$ cat src/rtl/ll2_stream_arbiter.sv
// Round-robin burst arbiter: shares one actor output stream between NUM_IN producers,
// granting whole bursts of BURST_LEN tokens and releasing grants whose producer starves.
module ll2_stream_arbiter #(
    parameter int NUM_IN    = 4,
    parameter int DATA_W    = 16,
    parameter int TAG_W     = 2,
    parameter int BURST_LEN = 8,
    parameter int TIMEOUT   = 16
) (
    input  logic                     CLK,
    input  logic                     RESET,
    input  logic [NUM_IN-1:0]        In_SEND,
    input  logic [NUM_IN*DATA_W-1:0] In_DATA,
    output logic [NUM_IN-1:0]        In_ACK,
    input  logic                     Out1_RDY,
    output logic                     Out1_SEND,
    output logic [DATA_W-1:0]        Out1_DATA,
    output logic [15:0]              Out1_COUNT,
    output logic [TAG_W-1:0]         Out1_TAG,
    output logic                     Out1_LAST,
    input  logic                     Out1_ACK,
    output logic                     ABORT
);

    localparam int BW = $clog2(BURST_LEN + 1);
    localparam int SW = $clog2(TIMEOUT + 1);

    typedef enum logic {IDLE = 1'b0, GRANT = 1'b1} state_t;

    state_t           state;
    logic [TAG_W-1:0] grant;
    logic [TAG_W-1:0] rr_ptr;
    logic [BW-1:0]    beat_cnt;
    logic [SW-1:0]    stall_cnt;

    logic [TAG_W-1:0]  pick;
    logic [TAG_W-1:0]  next_ptr;
    logic              g_send;
    logic [DATA_W-1:0] g_data;
    logic              xfer;
    logic              burst_end;
    logic              starved;
    logic              unused_ack;

    assign unused_ack = Out1_ACK;

    // Pick the requester closest to rr_ptr going upward (mod NUM_IN).
    always_comb begin
        int best;
        int d;
        best = NUM_IN;
        d    = 0;
        pick = rr_ptr;
        for (int i = 0; i < NUM_IN; i++) begin
            d = i - int'(rr_ptr);
            if (d < 0) d += NUM_IN;
            if (In_SEND[i] && d < best) begin
                best = d;
                pick = TAG_W'(i);
            end
        end
    end

    always_comb begin
        g_send = 1'b0;
        g_data = '0;
        for (int i = 0; i < NUM_IN; i++) begin
            if (grant == TAG_W'(i)) begin
                g_send = In_SEND[i];
                g_data = In_DATA[i*DATA_W +: DATA_W];
            end
        end
    end

    assign next_ptr  = (grant == TAG_W'(NUM_IN - 1)) ? '0 : grant + 1'b1;
    assign xfer      = (state == GRANT) && g_send && Out1_RDY;
    assign burst_end = (beat_cnt == BW'(BURST_LEN - 1));
    assign starved   = (state == GRANT) && !g_send && (stall_cnt == SW'(TIMEOUT - 1));

    // Zero-latency passthrough: handshake and data follow the live inputs of the granted producer.
    always_comb begin
        In_ACK = '0;
        for (int i = 0; i < NUM_IN; i++) begin
            In_ACK[i] = xfer && (grant == TAG_W'(i));
        end
    end

    assign Out1_SEND  = xfer;
    assign Out1_DATA  = xfer ? g_data : '0;
    assign Out1_TAG   = xfer ? grant : '0;
    assign Out1_LAST  = xfer && burst_end;
    assign Out1_COUNT = 16'h1;
    assign ABORT      = starved;

    always_ff @(posedge CLK or negedge RESET) begin
        if (!RESET) begin
            state     <= IDLE;
            grant     <= '0;
            rr_ptr    <= '0;
            beat_cnt  <= '0;
            stall_cnt <= '0;
        end else begin
            case (state)
                IDLE: begin
                    if (|In_SEND) begin
                        grant     <= pick;
                        state     <= GRANT;
                        beat_cnt  <= '0;
                        stall_cnt <= '0;
                    end
                end
                GRANT: begin
                    if (xfer) begin
                        stall_cnt <= '0;
                        if (burst_end) begin
                            rr_ptr <= next_ptr;
                            state  <= IDLE;
                        end else begin
                            beat_cnt <= beat_cnt + 1'b1;
                        end
                    end else if (!g_send) begin
                        if (starved) begin
                            rr_ptr <= next_ptr;
                            state  <= IDLE;
                        end else begin
                            stall_cnt <= stall_cnt + 1'b1;
                        end
                    end
                end
                default: state <= IDLE;
            endcase
        end
    end

endmodule

$ cat config.mk
export PLATFORM = sky130hd
export DESIGN_NAME = ll2_stream_arbiter
export DESIGN_NICKNAME = d
export VERILOG_FILES = /design/src/rtl/ll2_stream_arbiter.sv
export SDC_FILE = /design/constraint.sdc
export NUM_CORES = 1
export LEC_CHECK = 0
export ABC_AREA = 1
export BUFFER_PORTS_ARGS = -buffer_cell sky130_fd_sc_hd__buf_2
export CAP_MARGIN = 20
export CORE_ASPECT_RATIO = 1.75
export CORE_MARGIN = 2
export CORE_UTILIZATION = 40
export DETAILED_ROUTE_END_ITERATION = 10
export GPL_ROUTABILITY_DRIVEN = 0
export GPL_TIMING_DRIVEN = 0
export PLACE_DENSITY = 0.76
export SLEW_MARGIN = 15
export SYNTH_ARGS = -nofsm -noshare
export SYNTH_HDL_FRONTEND = slang
export SYNTH_SLANG_ARGS = --single-unit
export TNS_END_PERCENT = 30
$ cat constraint.sdc
create_clock -name CLK -period 5.8 [get_ports CLK]
set_input_delay 1.74 -clock CLK [delete_from_list [all_inputs] [get_ports CLK]]
set_output_delay 1.74 -clock CLK [all_outputs]
set_load 0.02 [all_outputs]
== Word level (Yosys, flattened, before mapping) ==
Index checks and enable logic that the tools add are counted.
Word-level totals
  register bits: 14
Operators by class
  add/sub/neg operators: 11
  magnitude comparators: 8
  eq/ne operators: 12
  multiplexer cells: 41
  bitwise logic cells: 1
  reductions and logical operators: 21
Operator list (count)
  32-bit 2-to-1 mux: 7
  32-bit < comparator: 3
  16-bit 2-to-1 mux: 5
  32-bit by 4-bit < comparator with 1-bit output, second input constant: 1
  3-bit by 4-bit adder with 5-bit output, second input constant: 4
  2-bit 2-to-1 mux: 10
  5-bit 2-to-1 mux: 4
  1-bit logical AND: 13
  3-bit by 1-bit < comparator with 1-bit output, second input constant: 4
  4-bit 2-to-1 mux: 3
  5-bit one-hot mux with 2 select lines: 1
  1-bit 2-to-1 mux: 9
  4-bit one-hot mux with 2 select lines: 1
  2-bit by 1-bit inequality test with 1-bit output, second input constant: 3
  3-bit by 2-bit inequality test with 1-bit output, second input constant: 2
  3-bit AND reduction: 2
  1-bit by 2-bit subtractor with 3-bit output, first input constant: 2
  2-bit by 2-bit subtractor with 3-bit output, first input constant: 2
  5-bit by 1-bit adder with 5-bit output, second input constant: 1
  5-bit by 4-bit == test with 1-bit output, second input constant: 1
  4-bit by 1-bit adder with 4-bit output, second input constant: 1
  2-bit == test, second input constant: 2
  4-bit by 3-bit == test with 1-bit output, second input constant: 1
  2-bit inequality test, second input constant: 2
  other kinds (10): 10

== Depth between registers and ports, before layout ==
Gate-level depths: netlist of the first run.
  word-level depth: 15
  depth in mapped cells: 16
  gate-level depth less buffers: 16

== Worst setup path after synthesis of the first run ==
OpenSTA, ideal clock, no wires.
  path type: input port to output port
  start point: in In_SEND[0]
  end point: out Out1_DATA[0]
  arrival: 2767 ps
  required time: 4060 ps
  slack: 1293 ps
  cell stages on the path: 7
  path buffers: 1
  path through: nand2_1 -> nand2_1 -> o211ai_2 -> nand2_2 -> nand4_2 -> buf_6 -> a211oi_1
Between the ends
  cells in the longest elaborated chain, start to end: 7
Ends and longest elaborated chain
  from (decl): line 12  | input logic [NUM_IN-1:0] In_SEND,
  1-bit 2-to-1 mux (4 in series): line 68  | if (grant == TAG_W'(i)) begin
  1-bit logical AND (2 in series): line 76  | assign xfer = (state == GRANT) && g_send && Out1_RDY;
  16-bit 2-to-1 mux: line 89  | assign Out1_DATA = xfer ? g_data : '0;
  to (decl): line 17  | output logic [DATA_W-1:0] Out1_DATA,
No other way between the ends.

== Final worst setup path of the first run ==
  start point: in In_SEND[0]
  end point: out Out1_DATA[10]
Same word-level chain as after synthesis.

==> results.sh, run 1 <==
export IMPL_outcome="complete, no violations"
export IMPL_hold_class="flop to flop"
export IMPL_cp_slowest_stage_delay_ps=200
export IMPL_chipHeight_um=91.8
export IMPL_critical_path_slowest_cell="sky130_fd_sc_hd__buf_2"
export IMPL_tritoncts_num_buffers=3
export IMPL_synth_top_cells_by_area="sky130_fd_sc_hd__dfrtp_1 20%, sky130_fd_sc_hd__nand2_1 14%, sky130_fd_sc_hd__buf_4 6.8%"
export IMPL_remaining_max_slew_budget_at_the_tightest_pin_pct=64.9
export IMPL_die_width_um=54.2
export IMPL_filler_cell_count=483
export IMPL_ys_types=33
export IMPL_initial_utilization_pct=40.8
export IMPL_postCtsResizedCells=0
export IMPL_place_inst=430
export IMPL_finalWorstPathRequiredPeriod_ps=4740
export IMPL_setup_slack_on_the_worst_flop_to_flop_path_ps=3470
export IMPL_yosys_area_top_type_share_pct=19.9
export IMPL_fin_skew_ps=2.15
export IMPL_crit_path_end_kind="output port"
export IMPL_vias=2109
export IMPL_grt_pass1_vias=1909
export IMPL_clock_sink_count=14
export IMPL_critPathArrivalTime_ps=3000
export IMPL_postCtsHoldBufs=0
export IMPL_synthMuxAreaShare_pct=0
export IMPL_area_growth_pct=35.9
export IMPL_final_cells=433
export IMPL_worst_endpoint_required_ps=4060
export IMPL_final_min_period_over_clock_period_pct=81.7
export IMPL_drive_above_1_share_pct=35.1
export IMPL_synth_seq_cells=14
export IMPL_htree_num_levels=1
export IMPL_synth_top_family_by_area="simple AND/OR/NAND/NOR gates"
export IMPL_antenna_violating_nets_post_route=0
export IMPL_crit_path_cell_trace="buf_2 > nand2_1 > nand2_1 > o211ai_2 > nand2_2 > nand4_2 > buf_6 > buf_6 > a211oi_2 > buf_2"
export IMPL_min_to="stall_cnt[4]"
export IMPL_grt_total_usage_pct=21.5
export IMPL_static_leakage_nw=1.40
export IMPL_synth_top_flop_cell="sky130_fd_sc_hd__dfrtp_1"
export IMPL_timing_final_hold_violations=0
export IMPL_grt_start_max_net_pins=15
export IMPL_avgRoutedWirePerCell_um=12.4
export IMPL_synthArstFlopShare_pct=100
export IMPL_grt_overflow=0
export IMPL_pin_count=113
export IMPL_multi_input_area_sq_um=1160
export IMPL_postSynthAreaPerCell_sq_um=6.53
export IMPL_worst_ir_drop_vdd_mv=0.261
export IMPL_post_cts_repair_setup_buffers=0
export IMPL_synth_compound_area_share_pct=25.1
export IMPL_via_per_inst=4.87
export IMPL_core_region_area_sq_um=4320
export IMPL_worst_slew_pin_slew_ps=527
export IMPL_clk_root_buf="sky130_fd_sc_hd__clkbuf_8"
export IMPL_fp_row_count=32
export IMPL_post_synth_inst_count=270
export IMPL_final_net_count=465
export IMPL_netlist_area_sq_um=1760
export IMPL_adder_cell_share_of_the_synthesized_area_pct=6.39
export IMPL_cts_tree="yes"
export IMPL_initial_antenna_violation_count=0
export IMPL_setup_violations=0
export IMPL_regToRegEndpoint="grant[1]"
export IMPL_hold_path_startpoint="stall_cnt[4]"
export IMPL_sequential_cell_area_sq_um=350
export IMPL_xor_xnor_share_of_the_synthesized_area_pct=1.99
export IMPL_clock_insertion_delay_worst_skew_ps=250
export IMPL_max_cap_violations=0
export IMPL_timing_critical_path_fanout_max=10
export IMPL_rsz0062_at_grt="no"
export IMPL_clock_fmax_mhz=211
export IMPL_startpoint_type="input pin"
export IMPL_placement_io_buffers=95
export IMPL_synth_largest_area_cell="sky130_fd_sc_hd__dfrtp_1"
export IMPL_count_of_inserted_antenna_diode_cells=0
export IMPL_timing_setup_tns_ps=0
export IMPL_clkTransAtPathRegs_ps=60
export IMPL_crit_type="input pin to output port"
export IMPL_ff2ff_path_depth=16
export IMPL_yosys_warnings=0
export IMPL_synth_simple_area_share_pct=29.0
export IMPL_global_route_wire_length_before_repair_mm=8.16
export IMPL_initialDrtViolationCount=57
export IMPL_drt_pass1_iter_count=6
export IMPL_drc_markers=0
export IMPL_dieArea_sq_um=4980
export IMPL_pwr_dens_nw_per_um2=473
export IMPL_cts_path_max_buffers=2
export IMPL_timing_hold_worst_path_depth=2
export IMPL_timing_rr_start="rr_ptr[1]"
export IMPL_estimated_wirelength_of_the_detail_placed_design_mm=4.52
export IMPL_finalMaxSlewViolations=0
export IMPL_synth_sequential_area_ratio_pct=19.9
export IMPL_synth_edff_count=0
export IMPL_wl_mm=5.37
[metal layers]
metal / track usage [%] / wire length [um] / vias up
li1: - / - / 1092
met5: 0 / 0 / -
met4: 8.33 / 130 / 0
met1: 22.4 / 1970 / 931
met2: 40.6 / 2910 / 75
met3: 2.44 / 355 / 11
[state kept, by name (all words and copies together) (netlist names)]
register   count
beat_cnt       4
rr_ptr         2
grant          2
stall_cnt      5
state          1
[cell usage in the layout, fill, tap and decap left out, drive strengths merged]
master / n
a21oi: 20
a22oi: 10
nor3b: 1
inv: 27
o211ai: 11
ha: 9
nor2: 26
nand4: 2
o311ai: 1
and3: 1
nand3: 15
conb: 16
nand3b: 3
xnor2: 1
dfrtp: 14
a211oi: 6
clkbuf: 9
buf: 118
o21ai: 19
nand2: 69
a31oi: 1
xor2: 3
[kinds of logic after synthesis]
family          Yosys count
simple gates            117
compound gates           68
buf+inv                  56
flops                    14
fa+ha+maj                 9
xor+xnor                  4
other cells               2
[cell usage after synthesis (4+ instances only)]
cell	n
sky130_fd_sc_hd__buf_6	4
sky130_fd_sc_hd__a211oi_2	5
sky130_fd_sc_hd__a21oi_1	20
sky130_fd_sc_hd__o21ai_0	17
sky130_fd_sc_hd__nand3_1	14
sky130_fd_sc_hd__ha_1	9
sky130_fd_sc_hd__dfrtp_1	14
sky130_fd_sc_hd__nor2_1	25
sky130_fd_sc_hd__o211ai_1	10
sky130_fd_sc_hd__buf_4	16
sky130_fd_sc_hd__inv_1	24
sky130_fd_sc_hd__clkbuf_1	6
sky130_fd_sc_hd__nand2_1	67
sky130_fd_sc_hd__a22oi_1	10
[worst max-delay path by stage]
stage                     startpoint       endpoint  slack, ps  cells after the start
after floorplan           In_SEND[0]   Out1_DATA[0]       1290                      7
after CTS                 In_SEND[0]  Out1_DATA[10]       1070                     10
after detailed placement  In_SEND[0]  Out1_DATA[10]       1090                     10
after global routing      In_SEND[0]   Out1_DATA[2]        950                     10
after global placement    In_SEND[0]   Out1_DATA[2]       1110                     10
final                     In_SEND[0]  Out1_DATA[10]       1060                     10
[critical path, delay by kind of cell]
kind	cells	cell delay (ps)
buf+inv	4	670
simple gates	4	370
compound gates	2	230
[stage by stage]
step | total power, W | util, % | worst slack [ps] | instance area, sq um | hold WS, ps
2_1_floorplan | 0.000824 | - | 1290 | 1820 | 453
5_1_grt | 0.00125 | 55.4 | 952 | 2400 | 543
6_report | 0.00113 | 55.4 | 1060 | 2400 | 494
3_5_place_dp | 0.00105 | 54.5 | 1090 | 2350 | 485
4_1_cts | 0.00113 | 55.4 | 1070 | 2400 | 499
3_3_place_gp | 0.00103 | 54.5 | 1110 | 2350 | 475
[final cells by class]
class / instances / share of cell area (%)
buffer: 29 / 8.41
multi-input combinational: 214 / 48.5
sequential: 14 / 14.6
clock buffer: 3 / 1.72
timing repair buffer: 95 / 19.8
tap: 51 / 2.66
inverter: 27 / 4.23
[power breakdown]
group | leakage [nW] | total, W | switching (W) | internal, W
sequential | 0.170 | 0.000174 | 0.0000368 | 0.000137
combinational | 1.21 | 0.000875 | 0.000563 | 0.000313
clock | 0.0216 | 0.0000839 | 0.0000377 | 0.0000462
Power figures use the tool's default switching activity.
==> run 2: changes to the inputs <==
Settings changed: CORE_UTILIZATION 40 to 39, PLACE_DENSITY 0.76 to 0.78.
Clock period 5.8 ns to 3.8 ns, I/O delays scaled along.
==> run 2 against run 1 <==
Against the previous run:
- clock power grew 42%
- sequential power up 53%
- non-clock buffer count unchanged
- first-iteration DRC count rose by 18%
- power grew 53%
- critical path depth unchanged
- die area rose by 2.4%
- count of clock-buffer cells in the layout is the same
- wire length up 2.1%
- register-to-register slack got worse by 2000 ps
- final area unchanged
- critical path type unchanged
- critical endpoint is now Out1_TAG[1]
==> results.sh, run 2 (synthesis gave the netlist of run 1 again) <==
export IMPL_worst_slew_pin_slew_ps=536
export IMPL_clock_fmax_mhz=281
export IMPL_clk_root_buf="sky130_fd_sc_hd__clkbuf_8"
export IMPL_clock_insertion_delay_worst_skew_ps=240
export IMPL_vias=2186
export IMPL_initialDrtViolationCount=67
export IMPL_hold_class="flop to flop"
export IMPL_die_width_um=54.8
export IMPL_gr_usage_met1_pct=21.1
export IMPL_groute_layer_met2_usage_pct=40.0
export IMPL_chipHeight_um=92.9
export IMPL_count_of_inserted_antenna_diode_cells=0
export IMPL_htree_num_levels=1
export IMPL_critical_path_top_delay_family="buffers and inverters"
export IMPL_critPathArrivalTime_ps=2420
export IMPL_cts_tree="yes"
export IMPL_power_switching_w=0.000978
export IMPL_crit_path_cell_trace="buf_2 > nand2_1 > nand2_1 > o211ai_2 > nand2_2 > nand4_2 > buf_6 > buf_6 > nor2_1 > buf_2"
export IMPL_wl_mm=5.48
export IMPL_area_growth_pct=35.9
export IMPL_final_net_count=465
export IMPL_timing_critical_path_fanout_max=10
export IMPL_clkTransAtPathRegs_ps=50
export IMPL_critical_path_slowest_cell="sky130_fd_sc_hd__buf_2"
export IMPL_dieArea_sq_um=5100
export IMPL_post_layout_total_power_w=0.00174
export IMPL_crit_path_end_kind="output port"
export IMPL_drive_above_1_share_pct=35.1
export IMPL_power_internal_w=0.000759
export IMPL_outcome="complete, no violations"
export IMPL_initial_utilization_pct=40.4
export IMPL_estimated_wirelength_of_the_detail_placed_design_mm=4.56
export IMPL_cp_slowest_stage_delay_ps=200
export IMPL_drt_pass1_iter_count=4
export IMPL_drc_markers=0
export IMPL_filler_cell_count=470
export IMPL_via_per_inst=5.05
export IMPL_postCtsResizedCells=0
export IMPL_power_switching_share_pct=56.3
export IMPL_timing_final_hold_violations=0
export IMPL_timing_setup_tns_ps=0
export IMPL_rsz0062_at_grt="no"
export IMPL_global_route_wire_length_before_repair_mm=8.19
export IMPL_antenna_violating_nets_post_route=0
export IMPL_fp_row_count=32
export IMPL_initial_antenna_violation_count=0
export IMPL_setup_violations=0
export IMPL_worst_ir_drop_vdd_mv=0.563
export IMPL_top_usage_layer="met2"
export IMPL_grt_total_usage_pct=21.1
export IMPL_startpoint_type="input pin"
export IMPL_reg_top3="stall_cnt (5), beat_cnt (4)"
export IMPL_pwr_dens_nw_per_um2=725
export IMPL_crit_type="input pin to output port"
export IMPL_met3_usage_pct=2.42
export IMPL_power_frac_seq_pct=15.3
export IMPL_layout_cells_most_common="sky130_fd_sc_hd__buf_2"
export IMPL_finalWorstPathRequiredPeriod_ps=3560
export IMPL_final_min_period_over_clock_period_pct=93.6
export IMPL_grt_overflow=0
export IMPL_clock_sink_count=14
export IMPL_core_region_area_sq_um=4360
export IMPL_buffers_inverters_on_critical_path=4
export IMPL_remaining_max_slew_budget_at_the_tightest_pin_pct=64.3
export IMPL_max_cap_violations=0
export IMPL_share_comb_of_total_power_pct=77.9
export IMPL_avgRoutedWirePerCell_um=12.7
export IMPL_place_worst_setup_slack_ps=255
export IMPL_worst_endpoint_required_ps=2660
export IMPL_static_leakage_nw=1.40
export IMPL_largest_register_ffs=5
export IMPL_regMostFlops="stall_cnt"
export IMPL_placement_io_buffers=95
export IMPL_final_setup_worst_slack_ps=242
export IMPL_pin_count=113
export IMPL_cts_path_max_buffers=2
export IMPL_grt_pass1_vias=2009
export IMPL_pwr_share_clk_pct=6.8
export IMPL_mostFrequentLayoutCells="97 x sky130_fd_sc_hd__buf_2, 67 x sky130_fd_sc_hd__nand2_1, 25 x sky130_fd_sc_hd__nor2_1, 24 x sky130_fd_sc_hd__inv_1, 20 x sky130_fd_sc_hd__a21oi_1"
export IMPL_finalMaxSlewViolations=0
export IMPL_post_cts_repair_setup_buffers=0
export IMPL_grt_start_max_net_pins=15
export IMPL_postCtsHoldBufs=0
export IMPL_fin_skew_ps=4.11
export IMPL_tritoncts_num_buffers=3
run 2: cell counts in the layout (fill, tap and decap cells not counted):
Identical to the previous run, type by type.
run 2: worst paths after layout:
path                                   start  cells after the start      endpoint  slack, ps
worst max-delay path              In_SEND[0]                     10   Out1_TAG[1]        240
worst min-delay path            stall_cnt[4]                      2  stall_cnt[4]        480
worst max register to register     rr_ptr[1]                     16      grant[1]       1440
worst min register to register  stall_cnt[4]                      2  stall_cnt[4]        480
max in group asynchronous              RESET                      1  stall_cnt[2]       2760
min in group asynchronous              RESET                      1     rr_ptr[1]        800
run 2: final cells by class:
type                            count  area (sq um)  area share, %
Multi-Input combinational cell    214          1160           48.5
Inverter                           27           101           4.23
Tap cell                           51          63.8           2.66
Timing Repair Buffer               95           475           19.8
Clock buffer                        3          41.3           1.72
Buffer                             29           201           8.41
Sequential cell                    14           350           14.6
run 2: through the flow:
stage	cells	instance area, sq um	util (%)	hold WS, ps
4_1_cts	433	2400	54.9	490
2_1_floorplan	284	1820	-	453
6_report	433	2400	54.9	485
5_1_grt	433	2400	54.9	525
3_5_place_dp	430	2350	54.0	476
3_3_place_gp	430	2350	54.0	471
run 2: power groups by stage:
stage | Combinational, W | Clock (W) | Sequential [W]
after floorplan | 0.00100 | 0 | 0.000255
after global placement | 0.00130 | 0 | 0.000264
after detailed placement | 0.00134 | 0 | 0.000268
after CTS | 0.00135 | 0.000123 | 0.000265
after global routing | 0.00151 | 0.000128 | 0.000278
final | 0.00135 | 0.000119 | 0.000266
run 2: routing by layer:
metal,share of wire (%),vias to the layer above
met1,35,973
met5,0,-
met2,55,101
li1,-,1094
met4,3.0,0
met3,7.3,18
run 2: tightest hold or removal path, delay by kind of cell (launching register included):
family | cells | cell delay (ps)
AO/OA/AOI/OAI | 1 | 60
AND/OR/NAND/NOR | 1 | 50
flip-flops | 1 | 340
